## config.mk

```make
export PLATFORM = sky130hd
export DESIGN_NAME = logic_unit_arbiter_flat
export DESIGN_NICKNAME = d
export VERILOG_FILES = /design/src/rtl/logic_unit_arbiter_if.sv /design/src/rtl/logic_unit_arbiter.sv /design/src/flat_wrapper.sv
export SDC_FILE = /design/constraint.sdc
export NUM_CORES = 1
export LEC_CHECK = 0
export CAP_MARGIN = 20
export CORE_MARGIN = 1
export CORE_UTILIZATION = 40
export CTS_CLUSTER_SIZE = 24
export DETAILED_ROUTE_END_ITERATION = 8
export PLACE_DENSITY = 0.69
export SLEW_MARGIN = 20
export SYNTH_ARGS = -nofsm -noshare
export SYNTH_HDL_FRONTEND = slang
export SYNTH_SLANG_ARGS = --single-unit
export TNS_END_PERCENT = 30
```

## constraint.sdc

```tcl
create_clock -name clk -period 1.6 [get_ports clk]
set_input_delay 0.32 -clock clk [delete_from_list [all_inputs] [get_ports clk]]
set_output_delay 0.32 -clock clk [all_outputs]
set_load 0.05 [all_outputs]
```

## src/rtl/logic_unit_arbiter_if.sv

```systemverilog
// Request/grant/result bundle between two ALU requesters and the shared logic unit.
// The master side drives requests and operands; the slave side is the arbiter.
interface logic_unit_arbiter_if #(
    parameter int WIDTH = 8
);
    logic             req0;
    logic [1:0]       op0;
    logic [WIDTH-1:0] a0;
    logic [WIDTH-1:0] b0;
    logic             req1;
    logic [1:0]       op1;
    logic [WIDTH-1:0] a1;
    logic [WIDTH-1:0] b1;
    logic             gnt0;
    logic             gnt1;
    logic             done0;
    logic             done1;
    logic [WIDTH-1:0] result;
    logic             zero;
    logic             busy;

    modport master (
        output req0, op0, a0, b0,
        output req1, op1, a1, b1,
        input  gnt0, gnt1, done0, done1,
        input  result, zero, busy
    );

    modport slave (
        input  req0, op0, a0, b0,
        input  req1, op1, a1, b1,
        output gnt0, gnt1, done0, done1,
        output result, zero, busy
    );
endinterface

```

## src/rtl/logic_unit_arbiter.sv

```systemverilog
// Two-requester arbiter around one bitwise logic unit (XOR/AND/OR/XNOR).
// Define LOGIC_ARB_FIXED_PRIO_EN for fixed priority (req0 wins); default is round-robin.
module logic_unit_arbiter #(
    parameter int WIDTH       = 8,
    parameter int EXEC_CYCLES = 1
) (
    input logic           clk,
    input logic           rst_n,
    logic_unit_arbiter_if.slave bus
);
    typedef enum logic [1:0] {
        IDLE = 2'b00,
        EXEC = 2'b01,
        DONE = 2'b10
    } state_t;

    localparam logic [3:0] CNT_INIT = 4'(EXEC_CYCLES - 1);

    state_t           state_q;
    logic [3:0]       cnt_q;
    logic [1:0]       op_q;
    logic [WIDTH-1:0] a_q;
    logic [WIDTH-1:0] b_q;
    logic             gnt0_q;
    logic             gnt1_q;
    logic             done0_q;
    logic             done1_q;
    logic [WIDTH-1:0] result_q;
    logic             zero_q;
    logic             busy_q;
`ifndef LOGIC_ARB_FIXED_PRIO_EN
    logic             last_q;
`endif

    logic             any_req_d;
    logic             win1_d;
    logic [1:0]       op_d;
    logic [WIDTH-1:0] a_d;
    logic [WIDTH-1:0] b_d;
    logic [WIDTH-1:0] xor_d;
    logic [WIDTH-1:0] result_d;

    assign any_req_d = bus.req0 | bus.req1;

    // last_q high means requester 1 was served most recently
    always_comb begin
`ifdef LOGIC_ARB_FIXED_PRIO_EN
        win1_d = ~bus.req0;
`else
        win1_d = bus.req1 & (~bus.req0 | ~last_q);
`endif
    end

    assign op_d = win1_d ? bus.op1 : bus.op0;
    assign a_d  = win1_d ? bus.a1  : bus.a0;
    assign b_d  = win1_d ? bus.b1  : bus.b0;

    assign xor_d = (~a_q & b_q) | (a_q & ~b_q);

    always_comb begin
        result_d = '0;
        unique case (1'b1)
            op_q == 2'b00: result_d = xor_d;
            op_q == 2'b01: result_d = a_q & b_q;
            op_q == 2'b10: result_d = a_q | b_q;
            op_q == 2'b11: result_d = ~xor_d;
        endcase
    end

    always_ff @(posedge clk or negedge rst_n) begin
        if (!rst_n) begin
            state_q  <= IDLE;
            cnt_q    <= '0;
            op_q     <= '0;
            a_q      <= '0;
            b_q      <= '0;
            gnt0_q   <= 1'b0;
            gnt1_q   <= 1'b0;
            done0_q  <= 1'b0;
            done1_q  <= 1'b0;
            result_q <= '0;
            zero_q   <= 1'b1;
            busy_q   <= 1'b0;
`ifndef LOGIC_ARB_FIXED_PRIO_EN
            last_q   <= 1'b1;
`endif
        end else begin
            unique case (state_q)
                IDLE: begin
                    if (any_req_d) begin
                        state_q <= EXEC;
                        cnt_q   <= CNT_INIT;
                        op_q    <= op_d;
                        a_q     <= a_d;
                        b_q     <= b_d;
                        gnt0_q  <= ~win1_d;
                        gnt1_q  <= win1_d;
                        busy_q  <= 1'b1;
`ifndef LOGIC_ARB_FIXED_PRIO_EN
                        last_q  <= win1_d;
`endif
                    end
                end
                EXEC: begin
                    if (cnt_q == 4'd0) begin
                        state_q  <= DONE;
                        result_q <= result_d;
                        zero_q   <= (result_d == '0);
                        done0_q  <= gnt0_q;
                        done1_q  <= gnt1_q;
                    end else begin
                        cnt_q <= cnt_q - 4'd1;
                    end
                end
                DONE: begin
                    state_q <= IDLE;
                    gnt0_q  <= 1'b0;
                    gnt1_q  <= 1'b0;
                    done0_q <= 1'b0;
                    done1_q <= 1'b0;
                    busy_q  <= 1'b0;
                end
                default: state_q <= IDLE;
            endcase
        end
    end

    assign bus.gnt0   = gnt0_q;
    assign bus.gnt1   = gnt1_q;
    assign bus.done0  = done0_q;
    assign bus.done1  = done1_q;
    assign bus.result = result_q;
    assign bus.zero   = zero_q;
    assign bus.busy   = busy_q;
endmodule

```

## src/flat_wrapper.sv

```systemverilog
// flat-port wrapper written by rule: the top's interface ports become plain ports
module logic_unit_arbiter_flat 
#(
    parameter int WIDTH       = 8,
    parameter int EXEC_CYCLES = 1
)
  (clk, rst_n, bus_req0, bus_op0, bus_a0, bus_b0, bus_req1, bus_op1, bus_a1, bus_b1, bus_gnt0, bus_gnt1, bus_done0, bus_done1, bus_result, bus_zero, bus_busy);
  logic_unit_arbiter_if #(.WIDTH(WIDTH)) bus_i ();
  input logic clk;
  input logic rst_n;
  input wire logic [$bits(bus_i.req0)-1:0] bus_req0;
  input wire logic [$bits(bus_i.op0)-1:0] bus_op0;
  input wire logic [$bits(bus_i.a0)-1:0] bus_a0;
  input wire logic [$bits(bus_i.b0)-1:0] bus_b0;
  input wire logic [$bits(bus_i.req1)-1:0] bus_req1;
  input wire logic [$bits(bus_i.op1)-1:0] bus_op1;
  input wire logic [$bits(bus_i.a1)-1:0] bus_a1;
  input wire logic [$bits(bus_i.b1)-1:0] bus_b1;
  output wire logic [$bits(bus_i.gnt0)-1:0] bus_gnt0;
  output wire logic [$bits(bus_i.gnt1)-1:0] bus_gnt1;
  output wire logic [$bits(bus_i.done0)-1:0] bus_done0;
  output wire logic [$bits(bus_i.done1)-1:0] bus_done1;
  output wire logic [$bits(bus_i.result)-1:0] bus_result;
  output wire logic [$bits(bus_i.zero)-1:0] bus_zero;
  output wire logic [$bits(bus_i.busy)-1:0] bus_busy;
  assign bus_i.req0 = bus_req0;
  assign bus_i.op0 = bus_op0;
  assign bus_i.a0 = bus_a0;
  assign bus_i.b0 = bus_b0;
  assign bus_i.req1 = bus_req1;
  assign bus_i.op1 = bus_op1;
  assign bus_i.a1 = bus_a1;
  assign bus_i.b1 = bus_b1;
  assign bus_gnt0 = bus_i.gnt0;
  assign bus_gnt1 = bus_i.gnt1;
  assign bus_done0 = bus_i.done0;
  assign bus_done1 = bus_i.done1;
  assign bus_result = bus_i.result;
  assign bus_zero = bus_i.zero;
  assign bus_busy = bus_i.busy;
  logic_unit_arbiter #(.WIDTH(WIDTH), .EXEC_CYCLES(EXEC_CYCLES)) u_core (.clk(clk), .rst_n(rst_n), .bus(bus_i));
endmodule
```

==> reports/results.ini <==
[outcome]
outcome = complete, but fails checks
violations = negative setup slack

[clocking]
path_clk_slew_ns = 0.07
clk_latency_ns = 0.29
cts_tree = built
cts_buffers = 5
clock-sinks = 39
cts_root_buf = clkbuf_8
htree_levels = 2
cts_buffer_depth = 2

[power]
internal-power_mw = 3.49
p_leak_nw = 1.48
power_density_mw_per_mm2 = 1990
switching_share = 0.441
power.net_switching_mw = 2.75
peakVddDrop_mv = 1.06
p_clk_frac = 0.102
power_frac_comb = 0.605
p_seq_frac = 0.293

[global_routing]
met1_usage = 0.194
met2_usage = 0.265
use_met3 = 0.0455
grt.total_usage = 0.162
antenna_found_initial = 0
busiest_layer = met2
grt_pass1_wl_mm = 7.31
grt.overflow.total = 0
grt_max_degree = 31
grt_pass1_vias = 1640

[synthesis]
netlist_area_mm2 = 0.00222
synth-seq-area-share = 0.441
synth_fp_nets = 296
synth_area_per_cell_um2 = 9.29
syn-instance-count = 239
ys_seq_elements = 39
yosysWarnings = 0
synth_cell_type_count = 33

[detailed_routing]
routed_wl_mm = 4.22
routedWlPerCell_um = 11.1
drc = 0
drt-initial-drc-count = 102
vias = 1762
dr.pass1.iters = 4
post_drt_via_cell_ratio = 4.62
ant_nets = 0

[critical_path]
crit_chain = inv_2, ha_4, nor2_4, a211oi_2, a21oi_2, or2b_1, o41ai_2
path_class = register to register
required_ns = 1.80
cp.arrival_ns = 1.82
critPathBufInv = 1
critical_path.max_fanout = 3
critPathTopFamily = compound AO/OA/AOI/OAI gates
cp-start-kind = register
endpoint_kind = register
slowest_stage = dfrtp_1
critPathMaxStageDelay_ns = 0.41
reg2reg_slack_ns = -0.02

[min_path]
hold_path_class = register to register

[final_layout]
nets = 367
fillers = 476
seq_area_um2 = 978
final_layout_size_suffix_gt1_frac = 0.215
utilization = 0.598
n_antenna_cell = 0
syn_to_final_growth_pct = 41.0
multi_input_area_mm2 = 0.00113

[die]
initial_utilization = 0.424
die_x_um = 76.5
rows = 26
core-area_mm2 = 0.00524
die_h_um = 76.5
dieArea_mm2 = 0.00585
io_pins = 54

[sta]
setup_viol = 1
finalCritPeriodShare = 1.01
skew_ns = 0.00531
finalMaxSlewViolations = 0
worstMarginPinSlew_ns = 0.491
relSlewSlack = 0.673
fmax_mhz = 616
hold_ws_ns = 0.480
rsz0062_at_grt = yes
fin_crit_ns = 1.62
final_hold_viol_count = 0
setup_slack_ns = -0.0222

[placement]
portBuffers = 53
gp_congestion = 0.742
hpwl_mm = 3.18

[job]
maxCapViolCount = 0

## per-layer routing
metal	share of wire	wire length [µm]	vias up
met5	0	0	-
met4	0.022	92	0
met3	0.043	183	6
met2	0.47	1970	42
met1	0.47	1970	776
li1	-	-	938
## power by group through the flow
stage               clock network, mW  logic [mW]  registers, mW
floorplan                           0        1.91           2.24
global placement                    0        3.30           1.83
detailed placement                  0        3.40           1.85
CTS                             0.668        3.58           1.82
global route                    0.703        4.20           1.90
finish                          0.636        3.77           1.83
## worst reg2reg max path: cells and delay by family, from the launching register on
kind | cells | cell delay [ns]
fa+ha+maj | 1 | 0.21
flops | 1 | 0.41
compound gates | 3 | 0.46
buf+inv | 1 | 0.08
simple gates | 2 | 0.35
## stage by stage
step / area (µm²) / total power [mW] / instances / setup slack, ns / setup TNS [ns]
floorplan: 2220 / 4.15 / 239 / 0.0842 / 0
global placement: 2930 / 5.13 / 364 / -0.145 / -1.90
detailed placement: 2930 / 5.25 / 364 / -0.178 / -2.60
CTS: 3070 / 6.07 / 378 / -0.0308 / -0.0308
global route: 3130 / 6.81 / 381 / -0.132 / -0.186
finish: 3130 / 6.23 / 381 / -0.0222 / -0.0222
## cell type report
class,instances,share of cell area
clock inverters,1,0.00160
multi-input cells,165,0.360
inverters,22,0.0264
repair buffers,77,0.247
well taps,70,0.0280
flip-flops and latches,39,0.313
clock buffers,7,0.0244
## state kept, by name, summed over array words and instances (netlist names)
name,cells
u_core.a_q,8
u_core.b_q,8
u_core.bus.busy,1
u_core.bus.done0,1
u_core.bus.done1,1
u_core.bus.gnt0,1
u_core.bus.gnt1,1
u_core.bus.result,8
u_core.bus.zero,1
u_core.cnt_q,4
u_core.last_q,1
u_core.op_q,2
u_core.state_q,2
## cells by family after synthesis
kind of cell    count (synthesis)  share of synthesized area
simple gates                   70                      0.138
flops                          39                      0.441
xor+xnor                        2                    0.00789
mux                            21                     0.0953
fa+ha+maj                      17                     0.0958
buf+inv                        35                     0.0755
compound gates                 55                      0.147
## path summary, 6_finish.rpt
check | from | end | cells past startpoint
setup reg to reg | u_core.a_q[0] | u_core.bus.zero | 7
max in group asynchronous | rst_n | u_core.bus.zero | 3
setup / recovery | u_core.a_q[0] | u_core.bus.zero | 7
min in group asynchronous | rst_n | u_core.op_q[1] | 2
hold reg to reg | u_core.bus.result[0] | u_core.bus.result[0] | 2
hold / removal | u_core.bus.result[0] | u_core.bus.result[0] | 2
## Yosys cell counts (all sizes together)
master  count  area share
nand2      34       0.057
a211oi      6       0.020
or2b        1      0.0034
xnor2       1      0.0039
nand2b      1      0.0028
xor2        1      0.0039
o21a        1      0.0034
a21oi      13       0.038
o41ai       1      0.0073
a21boi      1      0.0034
nand3       7       0.016
nor2b       2      0.0068
nor2       18       0.030
mux2        1      0.0051
mux2i      20       0.090
nor3        1      0.0023
ha         17       0.096
dfrtp      37        0.42
clkbuf      6       0.010
nor4        1      0.0028
or3b        1      0.0039
nand3b      1      0.0034
buf         7       0.028
dfstp       2       0.024
inv        22       0.037
or3         1      0.0028
and2b       1      0.0034
nand4       1      0.0028
o21ai      33       0.074
## what timing repair did
action                     4_1_cts  5_1_grt
hold buffers                     1        0
hold endpoints to repair        18        0
pin swaps                        3        4
buffers inserted                 5        3
resized for setup                2       14
setup endpoints to repair        1        6
## cell usage in the layout (no fill, tap or decap), types with 2 or more instances in the layout
| cell type | netlist | routed |
|---|---|---|
| a211oi_1 | 6 | 5 |
| ha_4 | 0 | 2 |
| dfstp_2 | 2 | 2 |
| mux2i_1 | 20 | 20 |
| nand3_1 | 7 | 7 |
| inv_1 | 22 | 18 |
| o21ai_0 | 33 | 30 |
| buf_4 | 0 | 29 |
| nand2_1 | 34 | 33 |
| buf_12 | 1 | 8 |
| nor2_1 | 18 | 17 |
| clkbuf_1 | 6 | 2 |
| dfrtp_1 | 37 | 37 |
| ha_1 | 17 | 15 |
| inv_2 | 0 | 4 |
| clkbuf_8 | 0 | 5 |
| a21oi_1 | 8 | 7 |
| a21oi_2 | 5 | 6 |
| o21ai_1 | 0 | 2 |
| clkdlybuf4s50_1 | 0 | 38 |
Power figures use the tool's default switching activity.
